<file path="config.mk">
export PLATFORM = sky130hd
export DESIGN_NAME = mem_port_arbiter_flat
export DESIGN_NICKNAME = d
export VERILOG_FILES = /design/src/rtl/mem_port_arbiter_if.sv /design/src/rtl/mem_port_arbiter.sv /design/src/flat_wrapper.sv
export SDC_FILE = /design/constraint.sdc
export NUM_CORES = 1
export LEC_CHECK = 0
export ABC_AREA = 1
export CAP_MARGIN = 30
export CORE_UTILIZATION = 40
export DETAILED_ROUTE_END_ITERATION = 10
export HOLD_SLACK_MARGIN = 0.03
export PLACE_DENSITY_LB_ADDON = 0.1
export SYNTH_ARGS = -nofsm -noshare
export SYNTH_HDL_FRONTEND = slang
export SYNTH_SLANG_ARGS = --single-unit
</file>
<file path="constraint.sdc">
create_clock -name clk -period 4.8 [get_ports clk]
set_input_delay 1.2 -clock clk [delete_from_list [all_inputs] [get_ports clk]]
set_output_delay 1.2 -clock clk [all_outputs]
set_load 0.02 [all_outputs]
</file>
<file path="src/rtl/mem_port_arbiter_if.sv">
`default_nettype none
// ============================================================================
//  Module   : mem_port_arbiter_if
//  Brief    : External memory port bundle (req/ready handshake) shared by
//             the fetch and MEM-stage requesters via mem_port_arbiter.
//  Revision : 1.0 - initial release
// ============================================================================
interface mem_port_arbiter_if #(
    parameter int ADDR_W = 32,
    parameter int DATA_W = 32
);
    logic              mem_req;
    logic              mem_we;
    logic [ADDR_W-1:0] mem_addr;
    logic [DATA_W-1:0] mem_wdata;
    logic              mem_ready;
    logic [DATA_W-1:0] mem_rdata;

    // Arbiter side issues requests; memory side answers with ready/rdata.
    modport master (
        output mem_req,
        output mem_we,
        output mem_addr,
        output mem_wdata,
        input  mem_ready,
        input  mem_rdata
    );

    modport slave (
        input  mem_req,
        input  mem_we,
        input  mem_addr,
        input  mem_wdata,
        output mem_ready,
        output mem_rdata
    );
endinterface
`default_nettype wire

</file>
<file path="src/rtl/mem_port_arbiter.sv">
`default_nettype none
// ============================================================================
//  Module   : mem_port_arbiter
//  Brief    : Shares one memory port between instruction fetch and MEM-stage
//             data access, with stall outputs and a sticky wait timeout.
//             Optional macro MEM_ARB_ALTERNATE_EN: alternate grants on
//             contention so fetch waits at most one data access.
//  Revision : 1.0 - initial release
// ============================================================================
module mem_port_arbiter #(
    parameter int ADDR_W         = 32,
    parameter int DATA_W         = 32,
    parameter int TIMEOUT_CYCLES = 255
) (
    input  wire                clk,
    input  wire                reset,

    input  wire                if_req,
    input  wire  [ADDR_W-1:0]  if_addr,
    output logic [DATA_W-1:0]  if_rdata,
    output logic               if_done,

    input  wire                dm_req,
    input  wire                dm_we,
    input  wire  [ADDR_W-1:0]  dm_addr,
    input  wire  [DATA_W-1:0]  dm_wdata,
    output logic [DATA_W-1:0]  dm_rdata,
    output logic               dm_done,

    output logic               pc_stall,
    output logic               pipe_stall,

    mem_port_arbiter_if.master mem,

    output logic               timeout_err
);

    localparam logic [1:0] c_IDLE    = 2'd0;
    localparam logic [1:0] c_IF_WAIT = 2'd1;
    localparam logic [1:0] c_DM_WAIT = 2'd2;
    localparam logic [1:0] c_RESP    = 2'd3;

    // Counter value seen in the last WAIT cycle before the abort edge.
    localparam logic [7:0] c_WAIT_LAST = 8'(TIMEOUT_CYCLES - 1);

    logic [1:0]        r_state;
    logic [7:0]        r_wait_cnt;
    logic              r_mem_req;
    logic              r_mem_we;
    logic [ADDR_W-1:0] r_mem_addr;
    logic [DATA_W-1:0] r_mem_wdata;
    logic [DATA_W-1:0] r_if_rdata;
    logic [DATA_W-1:0] r_dm_rdata;
    logic              r_if_done;
    logic              r_dm_done;
    logic              r_timeout_err;

    logic              w_grant_dm;
    logic              w_in_wait;

`ifdef MEM_ARB_ALTERNATE_EN
    // 1 = last grant went to data, 0 = to fetch.
    logic              r_last_grant;

    assign w_grant_dm = dm_req & ~(if_req & r_last_grant);
`else
    // Older instruction in MEM must finish before a younger fetch proceeds.
    assign w_grant_dm = dm_req;
`endif

    assign w_in_wait = (r_state == c_IF_WAIT) || (r_state == c_DM_WAIT);

    always_ff @(posedge clk) begin
        if (reset) begin
            r_state       <= c_IDLE;
            r_wait_cnt    <= '0;
            r_mem_req     <= 1'b0;
            r_mem_we      <= 1'b0;
            r_mem_addr    <= '0;
            r_mem_wdata   <= '0;
            r_if_rdata    <= '0;
            r_dm_rdata    <= '0;
            r_if_done     <= 1'b0;
            r_dm_done     <= 1'b0;
            r_timeout_err <= 1'b0;
`ifdef MEM_ARB_ALTERNATE_EN
            r_last_grant  <= 1'b0;
`endif
        end else begin
            case (r_state)
                c_IDLE: begin
                    r_wait_cnt <= '0;
                    if (w_grant_dm) begin
                        r_mem_req   <= 1'b1;
                        r_mem_we    <= dm_we;
                        r_mem_addr  <= dm_addr;
                        r_mem_wdata <= dm_wdata;
                        r_state     <= c_DM_WAIT;
`ifdef MEM_ARB_ALTERNATE_EN
                        r_last_grant <= 1'b1;
`endif
                    end else if (if_req) begin
                        r_mem_req   <= 1'b1;
                        r_mem_we    <= 1'b0;
                        r_mem_addr  <= if_addr;
                        r_state     <= c_IF_WAIT;
`ifdef MEM_ARB_ALTERNATE_EN
                        r_last_grant <= 1'b0;
`endif
                    end
                end

                c_IF_WAIT, c_DM_WAIT: begin
                    if (mem.mem_ready) begin
                        // Stores capture rdata as well; the value is ignored.
                        if (r_state == c_DM_WAIT) begin
                            r_dm_rdata <= mem.mem_rdata;
                            r_dm_done  <= 1'b1;
                        end else begin
                            r_if_rdata <= mem.mem_rdata;
                            r_if_done  <= 1'b1;
                        end
                        r_mem_req <= 1'b0;
                        r_mem_we  <= 1'b0;
                        r_state   <= c_RESP;
                    end else if (r_wait_cnt == c_WAIT_LAST) begin
                        if (r_state == c_DM_WAIT) begin
                            r_dm_rdata <= '0;
                            r_dm_done  <= 1'b1;
                        end else begin
                            r_if_rdata <= '0;
                            r_if_done  <= 1'b1;
                        end
                        r_timeout_err <= 1'b1;
                        r_mem_req     <= 1'b0;
                        r_mem_we      <= 1'b0;
                        r_state       <= c_RESP;
                    end else begin
                        r_wait_cnt <= r_wait_cnt + 8'd1;
                    end
                end

                c_RESP: begin
                    // Requester drops or replaces its request this cycle.
                    r_if_done <= 1'b0;
                    r_dm_done <= 1'b0;
                    r_state   <= c_IDLE;
                end

                default: begin
                    r_state <= c_IDLE;
                end
            endcase
        end
    end

    assign mem.mem_req   = r_mem_req & w_in_wait;
    assign mem.mem_we    = r_mem_we;
    assign mem.mem_addr  = r_mem_addr;
    assign mem.mem_wdata = r_mem_wdata;

    assign if_rdata    = r_if_rdata;
    assign dm_rdata    = r_dm_rdata;
    assign if_done     = r_if_done;
    assign dm_done     = r_dm_done;
    assign timeout_err = r_timeout_err;

    assign pc_stall   = if_req & ~r_if_done;
    assign pipe_stall = dm_req & ~r_dm_done;

endmodule
`default_nettype wire

</file>
<file path="src/flat_wrapper.sv">
// flat-port wrapper written by rule: the top's interface ports become plain ports
module mem_port_arbiter_flat 
#(
    parameter int ADDR_W         = 32,
    parameter int DATA_W         = 32,
    parameter int TIMEOUT_CYCLES = 255
)
  (clk, reset, if_req, if_addr, if_rdata, if_done, dm_req, dm_we, dm_addr, dm_wdata, dm_rdata, dm_done, pc_stall, pipe_stall, timeout_err, mem_mem_req, mem_mem_we, mem_mem_addr, mem_mem_wdata, mem_mem_ready, mem_mem_rdata);
  mem_port_arbiter_if #(.ADDR_W(ADDR_W), .DATA_W(DATA_W)) mem_i ();
  input  wire clk;
  input  wire reset;
  input  wire if_req;
  input  wire  [ADDR_W-1:0] if_addr;
  output logic [DATA_W-1:0] if_rdata;
  output logic if_done;
  input  wire dm_req;
  input  wire dm_we;
  input  wire  [ADDR_W-1:0] dm_addr;
  input  wire  [DATA_W-1:0] dm_wdata;
  output logic [DATA_W-1:0] dm_rdata;
  output logic dm_done;
  output logic pc_stall;
  output logic pipe_stall;
  output logic timeout_err;
  output wire logic [$bits(mem_i.mem_req)-1:0] mem_mem_req;
  output wire logic [$bits(mem_i.mem_we)-1:0] mem_mem_we;
  output wire logic [$bits(mem_i.mem_addr)-1:0] mem_mem_addr;
  output wire logic [$bits(mem_i.mem_wdata)-1:0] mem_mem_wdata;
  input wire logic [$bits(mem_i.mem_ready)-1:0] mem_mem_ready;
  input wire logic [$bits(mem_i.mem_rdata)-1:0] mem_mem_rdata;
  assign mem_mem_req = mem_i.mem_req;
  assign mem_mem_we = mem_i.mem_we;
  assign mem_mem_addr = mem_i.mem_addr;
  assign mem_mem_wdata = mem_i.mem_wdata;
  assign mem_i.mem_ready = mem_mem_ready;
  assign mem_i.mem_rdata = mem_mem_rdata;
  mem_port_arbiter #(.ADDR_W(ADDR_W), .DATA_W(DATA_W), .TIMEOUT_CYCLES(TIMEOUT_CYCLES)) u_core (.clk(clk), .reset(reset), .if_req(if_req), .if_addr(if_addr), .if_rdata(if_rdata), .if_done(if_done), .dm_req(dm_req), .dm_we(dm_we), .dm_addr(dm_addr), .dm_wdata(dm_wdata), .dm_rdata(dm_rdata), .dm_done(dm_done), .pc_stall(pc_stall), .pipe_stall(pipe_stall), .mem(mem_i), .timeout_err(timeout_err));
endmodule
</file>
==> results.toml, run 1 <==
[setup_path]
worstPathRequired_ns = 3.60
critPathLaunchType = "input pin"
path_class = "input pin to output pin"
endpoint_kind = "output pin"
worstRegToRegCells = 8
path_common_cell = "clkdlybuf4s50_1"
slowest_delay_ns = 0.61
arrival_ns = 2.64
crit_path_max_fanout = 3
cpMaxStageDelayCell = "clkdlybuf4s50_1"
crit_chain = "clkdlybuf4s50_1, clkinv_1, nor2_1, clkdlybuf4s50_1"

[detailed_routing]
drt-vias-per-instance = 4.78
vias = 6220
antenna_left = 0
first_iter_violations = 341
first_pass_iters = 4
finalWirelength_um = 18000
drc = 0
post_drt_wl_per_cell_um = 13.9

[placement]
dp_slack_ns = 0.957
io_buffers = 268
hpwl_um = 12200
place.gp.congestion = 0.810

[synthesis]
yosysSeqAreaShare = 0.479
yosys.cell_types.count = 26
synth_top_family_by_area = "simple AND/OR/NAND/NOR gates"
synth.most_common_cell = "nand2_1"
synth_top_area_frac = 0.479
synth_common_cells = "nand2_1 (213), nor2_1 (209), dfxtp_1 (143), o21ai_0 (67), nand3_1 (62)"
synth_area_mm2 = 0.00598
async_flop_share = 0
ys_ff_latch = 143
synthAdderAreaFrac = 0.0126
ys.flop_type = "dfxtp_1"
synth_mux_area_frac = 0
yosys_warnings = 0
synth_area_leaders = "dfxtp_1 (48%), nand2_1 (13%), nor2_1 (13%)"
yosys.area_share.simple = 0.332
synth_compound_area_frac = 0.106
synth_fp_nets = 1002
synth_largest_area_cell = "dfxtp_1"
synth_edf_count = 0
syn_avg_cell_area_um2 = 6.93
synth_xor_area_frac = 0
netlist_instances = 862

[sta]
hold_viol = 0
tightest_slew_ns = 0.848
slew_viol_final = 0
fin_crit_ns = 3.84
slew_headroom = 0.431
finalSetupTns_ns = 0
grt_setup_unrepaired = "false"
fin_ws_ns = 0.960
fin_worst_skew_ns = 0.00666
post-route-period-util = 0.800
max_freq_ghz = 0.260
setup_viol = 0
timing.hold.ws_ns = 0.464

[clock_tree]
cts_setup_buffers = 0
clkLatencyLatePin_ns = 0.42
htree_levels = 4
cts_resized = 0
cts_tree = "built"
hold_buffers = 0
clkSinkCount = 143
clock_path_buffers = 2
cts_buffers = 17
clk_pin_slew_ns = 0.06
root_buffer = "clkbuf_16"

[cells_and_area]
fin_util = 0.644
n_fill_cell = 1371
area_growth_syn_to_layout_pct = 56.6
nets = 1243
drive_gt1_frac = 0.0448
diodes = 0

[global_routing]
grt_pass1_wl_um = 29700
grt_max_degree = 75
grt_pass1_vias = 5826
grtUsageTotal = 0.240
antenna_found_initial = 0
overflow = 0

[floorplan]
core_area_mm2 = 0.0145
num_rows = 44
die_h_um = 124
dieArea_mm2 = 0.0154
num_io_pins = 269
initial_core_util = 0.411
die_w_um = 124

[pwr]
power_density_mw_per_mm2 = 575
p_comb_frac = 0.425
seqPwrFrac = 0.316
power_mw = 5.38
switching_share = 0.373
switchingPower_mw = 2.01
p_clk_frac = 0.258
internal-power_mw = 3.37
leakage_nw = 3.89
vdd.ir_drop.worst_mv = 0.310

[run_status]
outcome = "complete, no violations"

[hold_path]
hold_path_depth = 2
min_path_type = "flop to flop"

[run]
maxCapViolations = 0
registers in the layout (all words and copies together) (netlist names), named ones only:
signal,flops
u_core.timeout_err,1
u_core.mem.mem_wdata,32
u_core.mem.mem_we,1
u_core.if_rdata,32
u_core.r_state,2
u_core.dm_rdata,32
u_core.mem.mem_addr,32
u_core.r_mem_req,1
u_core.if_done,1
u_core.r_wait_cnt,8
power groups by stage:
stage / Clock (mW) / Sequential [mW] / Combinational [mW]
6_report: 1.39 / 1.70 / 2.29
5_1_grt: 1.47 / 1.74 / 2.51
4_1_cts: 1.41 / 1.70 / 2.30
3_5_place_dp: 0 / 1.72 / 2.29
3_3_place_gp: 0 / 1.72 / 2.27
2_1_floorplan: 0 / 2.07 / 0.980
layout make-up:
type / instances / area (um2) / share of cell area
Timing Repair Buffer: 278 / 2780 / 0.297
Inverter: 42 / 164 / 0.0175
Sequential cell: 143 / 2860 / 0.306
Tap cell: 184 / 230 / 0.0246
Multi-Input combinational cell: 621 / 2700 / 0.288
Clock buffer: 21 / 460 / 0.0492
Clock inverter: 11 / 163 / 0.0174
worst paths after layout:
| path | start | to | slack (ns) |
|---|---|---|---|
| hold reg to reg | u_core.dm_rdata[25] | u_core.dm_rdata[25] | 0.46 |
| setup / recovery | dm_req | pipe_stall | 0.96 |
| hold / removal | u_core.dm_rdata[25] | u_core.dm_rdata[25] | 0.46 |
| setup reg to reg | u_core.r_state[0] | u_core.if_rdata[12] | 2.08 |
per-layer routing:
metal,track usage,vias up,share of wire
li1,-,3222,-
met1,0.280,2751,0.42
met2,0.388,218,0.47
met3,0.0987,29,0.089
met4,0.0985,0,0.024
met5,0,-,0
placed cells by master, fill, tap and decap left out, types with 17 or more instances in the layout:
| cell type | synthesis | layout |
|---|---|---|
| nand3_1 | 62 | 62 |
| clkbuf_16 | 0 | 17 |
| a31oi_1 | 32 | 32 |
| nand2_1 | 213 | 213 |
| inv_1 | 36 | 35 |
| a21oi_1 | 17 | 17 |
| clkdlybuf4s50_1 | 0 | 268 |
| nor2_1 | 209 | 209 |
| o21ai_0 | 67 | 67 |
| dfxtp_1 | 143 | 143 |
cells by family (layout without fill, tap and decap cells):
group	count (synthesis)	after routing
buffers and inverters	98	352
AND/OR/NAND/NOR	497	497
AO/OA/AOI/OAI	118	118
adder cells (fa/ha/maj)	6	6
flip-flops	143	143
through the flow:
| stage | std cells | cell area [um2] |
|---|---|---|
| after floorplan | 862 | 5980 |
| after detailed placement | 1268 | 8730 |
| after global routing | 1300 | 9360 |
| after CTS | 1300 | 9360 |
| after global placement | 1267 | 8700 |
| final | 1300 | 9360 |
worst max-delay path, delay by kind of cell:
family | cells | cell delay [ns]
simple gates | 1 | 0.11
buf+inv | 3 | 1.34
Note: power is estimated with default switching activity, not from simulation.
==> inputs of run 2 (changes only) <==
==> constraint.sdc (replaced) <==
create_clock -name clk -period 4.03 [get_ports clk]
set_input_delay 1.0075 -clock clk [delete_from_list [all_inputs] [get_ports clk]]
set_output_delay 1.0075 -clock clk [all_outputs]
set_load 0.02 [all_outputs]
==> run 2 against run 1 <==
Die area stayed put; sequential cell count stayed put; clock power is 12% higher; routed wire length is 0.83% lower; combinational power is 18% higher; core utilization is 0.22 points lower; critical endpoint unchanged; largest power group unchanged.
==> results.toml, run 2 (same netlist as run 1, synthesis figures left out) <==
[pwr]
switchingPower_mw = 2.36
vdd.ir_drop.worst_mv = 0.414
leakage_nw = 3.87
p_clk_frac = 0.248
seqPwrFrac = 0.322
internal-power_mw = 3.93
switching_share = 0.376
power_density_mw_per_mm2 = 675
p_comb_frac = 0.430

[setup_path]
cpMaxStageDelayCell = "clkdlybuf4s50_1"
path_class = "input pin to output pin"
critPathLaunchType = "input pin"
path_delay_family = "buffers and inverters"
worstPathRequired_ns = 3.02
endpoint_kind = "output pin"
slowest_delay_ns = 0.61
path_common_cell = "clkdlybuf4s50_1"
path_buf_inv = 3
arrival_ns = 2.34
cp.depth = 4
worstRegToRegCells = 8
crit_path_max_fanout = 2
crit_chain = "clkdlybuf4s50_1, clkinv_1, nor2_1, clkdlybuf4s50_1"

[detailed_routing]
drt-vias-per-instance = 4.80
drc = 0
vias = 6232
first_iter_violations = 396
finalWirelength_um = 17900
antenna_left = 0
post_drt_wl_per_cell_um = 13.8
first_pass_iters = 5

[clock_tree]
clock_path_buffers = 2
clkSinkCount = 143
cts_tree = "built"
root_buffer = "clkbuf_16"
clk_pin_slew_ns = 0.05
cts_resized = 0
cts_setup_buffers = 0
cts_buffers = 17
htree_levels = 4
clkLatencyLatePin_ns = 0.41
hold_buffers = 0

[cells_and_area]
area_growth_syn_to_layout_pct = 56.0
nets = 1243
final_cell_mix = "clkdlybuf4s50_1 (268), nand2_1 (213), nor2_1 (209), dfxtp_1 (143), o21ai_0 (67)"
drive_gt1_frac = 0.0422
multi_input_area_mm2 = 0.00270
seq_area_mm2 = 0.00286
n_fill_cell = 1329
final_common_cell = "clkdlybuf4s50_1"
diodes = 0

[sta]
max_freq_ghz = 0.299
slew_viol_final = 0
tightest_slew_ns = 0.575
setup_viol = 0
grt_setup_unrepaired = "false"
fin_worst_skew_ns = 0.00482
post-route-period-util = 0.830
fin_crit_ns = 3.35
slew_headroom = 0.616
timing.hold.ws_ns = 0.463
hold_viol = 0
finalSetupTns_ns = 0

[global_routing]
overflow = 0
grt_max_degree = 65
grtUsageTotal = 0.238
antenna_found_initial = 0
grt_pass1_wl_um = 29500
grt_pass1_vias = 5876

[hold_path]
hold_path_depth = 1
min_path_type = "flop to flop"

[floorplan]
core_area_mm2 = 0.0145
die_h_um = 124
initial_core_util = 0.411
num_io_pins = 269
die_w_um = 124
dieArea_mm2 = 0.0154
num_rows = 44

[placement]
place.gp.congestion = 0.805
io_buffers = 268
hpwl_um = 12100

[run]
maxCapViolations = 0

[run_status]
outcome = "complete, no violations"
## run 2: per-stage QoR
| stage | utilization | setup slack, ns | area (um2) | cells | total power [mW] |
|---|---|---|---|---|---|
| finish | 0.642 | 0.683 | 9320 | 1299 | 6.29 |
| global route | 0.642 | 0.615 | 9320 | 1299 | 6.72 |
| global placement | 0.601 | 0.700 | 8740 | 1268 | 4.74 |
| floorplan | - | 1.16 | 5980 | 862 | 3.64 |
| detailed placement | 0.601 | 0.695 | 8740 | 1268 | 4.76 |
| CTS | 0.642 | 0.695 | 9320 | 1299 | 6.34 |
## run 2: layout make-up
class                   count  area share
clock buffers              26      0.0546
clock inverters             5     0.00832
inverters                  42      0.0176
multi-input cells         621       0.289
flip-flops and latches    143       0.307
well taps                 184      0.0247
repair buffers            278       0.298
## run 2: power by group through the flow
stage	Sequential (mW)	Clock, mW	Combinational [mW]
global placement	2.04	0	2.70
floorplan	2.47	0	1.17
detailed placement	2.05	0	2.71
CTS	2.03	1.59	2.72
global route	2.08	1.65	2.99
finish	2.02	1.56	2.71
## run 2: final timing paths
kind,from,end,slack (ns)
worst min register to register,u_core.timeout_err,u_core.timeout_err,0.46
worst max register to register,u_core.r_state[0],u_core.if_rdata[14],1.36
worst max-delay path,dm_req,pipe_stall,0.68
worst min-delay path,u_core.timeout_err,u_core.timeout_err,0.46
## run 2: per-layer routing
metal | track usage | vias up | part of all wire
met1 | 0.281 | 2765 | 0.43
met4 | 0.0886 | 0 | 0.019
li1 | - | 3221 | -
met3 | 0.0845 | 23 | 0.081
met2 | 0.394 | 223 | 0.47
met5 | 0 | - | 0
==> inputs of run 3 (changes only) <==
==> constraint.sdc (replaced) <==
create_clock -name clk -period 3.2 [get_ports clk]
set_input_delay 0.8 -clock clk [delete_from_list [all_inputs] [get_ports clk]]
set_output_delay 0.8 -clock clk [all_outputs]
set_load 0.02 [all_outputs]
==> run 3 against run 2 <==
Count of clock-buffer cells in the layout down 8; sequential cell count unchanged; hold slack better by 0.0017 ns; sequential share of layout area down 0.19 points; non-clock buffer count up 2; die area unchanged; core utilization up 0.40 points; critical path type unchanged; critical endpoint unchanged.
==> results.toml, run 3 (same netlist as run 1, synthesis figures left out) <==
[run_status]
outcome = "complete, no violations"

[cells_and_area]
final_common_cell = "clkdlybuf4s50_1"
diodes = 0
n_fill_cell = 1339
drive_gt1_frac = 0.0483
area_growth_syn_to_layout_pct = 57.0
fin_util = 0.646
final_area_mm2 = 0.00938
nets = 1245
final_cell_mix = "clkdlybuf4s50_1 (268), nand2_1 (213), nor2_1 (209), dfxtp_1 (143), o21ai_0 (67)"

[setup_path]
reg2reg_from = "u_core.r_state[1]"
path_common_cell = "clkdlybuf4s50_1"
critPathLaunchType = "input pin"
crit_chain = "clkdlybuf4s50_1, clkinv_1, nor2_1, clkdlybuf4s50_1"
worstRegToRegCells = 9
cpMaxStageDelayCell = "clkdlybuf4s50_1"
arrival_ns = 2.11
endpoint_kind = "output pin"
r2r_end = "u_core.if_rdata[14]"
r2r_slack_ns = 0.97
crit_path_max_fanout = 2
slowest_delay_ns = 0.60
worstPathRequired_ns = 2.40
path_class = "input pin to output pin"

[pwr]
power_mw = 8.11
p_clk_frac = 0.260
leakage_nw = 3.90
vdd.ir_drop.worst_mv = 0.410
p_comb_frac = 0.426
seqPwrFrac = 0.314
switching_share = 0.376
internal-power_mw = 5.06
switchingPower_mw = 3.05
power_density_mw_per_mm2 = 864

[floorplan]
num_io_pins = 269
die_w_um = 124
die_h_um = 124
initial_core_util = 0.411
dieArea_mm2 = 0.0154
num_rows = 44
core_area_mm2 = 0.0145

[detailed_routing]
vias = 6242
drc = 0
first_iter_violations = 366
post_drt_wl_per_cell_um = 13.9
first_pass_iters = 5
finalWirelength_um = 18000
drt-vias-per-instance = 4.79
antenna_left = 0

[placement]
hpwl_um = 12100
io_buffers = 268
place.gp.congestion = 0.801
place_area_mm2 = 0.00875

[sta]
max_freq_ghz = 0.344
fin_worst_skew_ns = 0.00522
grt_setup_unrepaired = "false"
finalSetupTns_ns = 0
hold_viol = 0
setup_viol = 0
slew_viol_final = 0
timing.hold.ws_ns = 0.465
slew_headroom = 0.605
fin_crit_ns = 2.91
tightest_slew_ns = 0.593
post-route-period-util = 0.908

[clock_tree]
root_buffer = "clkbuf_16"
cts_setup_buffers = 0
clk_pin_slew_ns = 0.06
htree_levels = 4
hold_buffers = 0
clkLatencyLatePin_ns = 0.42
cts_buffers = 17
clkSinkCount = 143
clock_path_buffers = 2
cts_resized = 0
cts_tree = "built"

[hold_path]
hp-start = "u_core.dm_rdata[22]"
min_path_type = "flop to flop"
hold_path_depth = 2
hold_end = "u_core.dm_rdata[22]"

[run]
maxCapViolations = 0

[global_routing]
grtUsageTotal = 0.235
grt_pass1_wl_um = 29000
grt_pass1_vias = 5717
overflow = 0
grt_max_degree = 78
antenna_found_initial = 0
-- run 3: cell types whose count changed in the layout (fill, tap and decap cells not counted) --
| cell | previous run | this run |
|---|---|---|
| clkbuf_8 | 5 | 1 |
| bufinv_16 | 2 | 4 |
| buf_4 | 8 | 10 |
| clkinv_4 | 1 | 4 |
| clkinvlp_4 | 1 | 4 |
| clkbuf_1 | 4 | 0 |
| clkinv_2 | 3 | 4 |
-- run 3: power by group through the flow --
stage               registers (mW)  clock network, mW  logic, mW
finish                        2.55               2.10       3.45
global route                  2.61               2.22       3.79
CTS                           2.55               2.15       3.48
detailed placement            2.58                  0       3.46
global placement              2.57                  0       3.45
floorplan                     3.11                  0       1.47
-- run 3: cell type report --
cell class,instances,area [um2],share of cell area
inverters,42,164,0.0175
clock buffers,18,439,0.0468
repair buffers,280,2800,0.298
well taps,184,230,0.0245
clock inverters,14,191,0.0204
flip-flops and latches,143,2860,0.305
multi-input cells,621,2700,0.288
-- run 3: worst max-delay path, delay by kind of cell --
| family | cells | cell delay [ns] |
|---|---|---|
| simple gates | 1 | 0.10 |
| buf+inv | 3 | 1.20 |
-- run 3: worst max path at each step --
stage                 from         end  slack (ns)  cells past startpoint
finish              dm_req  pipe_stall        0.29                      4
global route        dm_req  pipe_stall        0.22                      4
CTS                 dm_req  pipe_stall        0.29                      4
detailed placement  dm_req  pipe_stall        0.29                      4
global placement    dm_req  pipe_stall        0.28                      4
floorplan           dm_req  pipe_stall        0.74                      4
-- run 3: per-stage QoR --
stage | cells | setup slack [ns]
2_1_floorplan | 862 | 0.743
3_3_place_gp | 1270 | 0.282
3_5_place_dp | 1270 | 0.290
4_1_cts | 1302 | 0.289
5_1_grt | 1302 | 0.220
6_report | 1302 | 0.294
-- run 3: per-layer routing --
| metal | up-vias | wire length [um] | track usage |
|---|---|---|---|
| met2 | 208 | 8390 | 0.387 |
| li1 | 3228 | - | - |
| met1 | 2772 | 7550 | 0.266 |
| met3 | 34 | 1600 | 0.100 |
| met4 | 0 | 487 | 0.0943 |
| met5 | - | 0 | 0 |
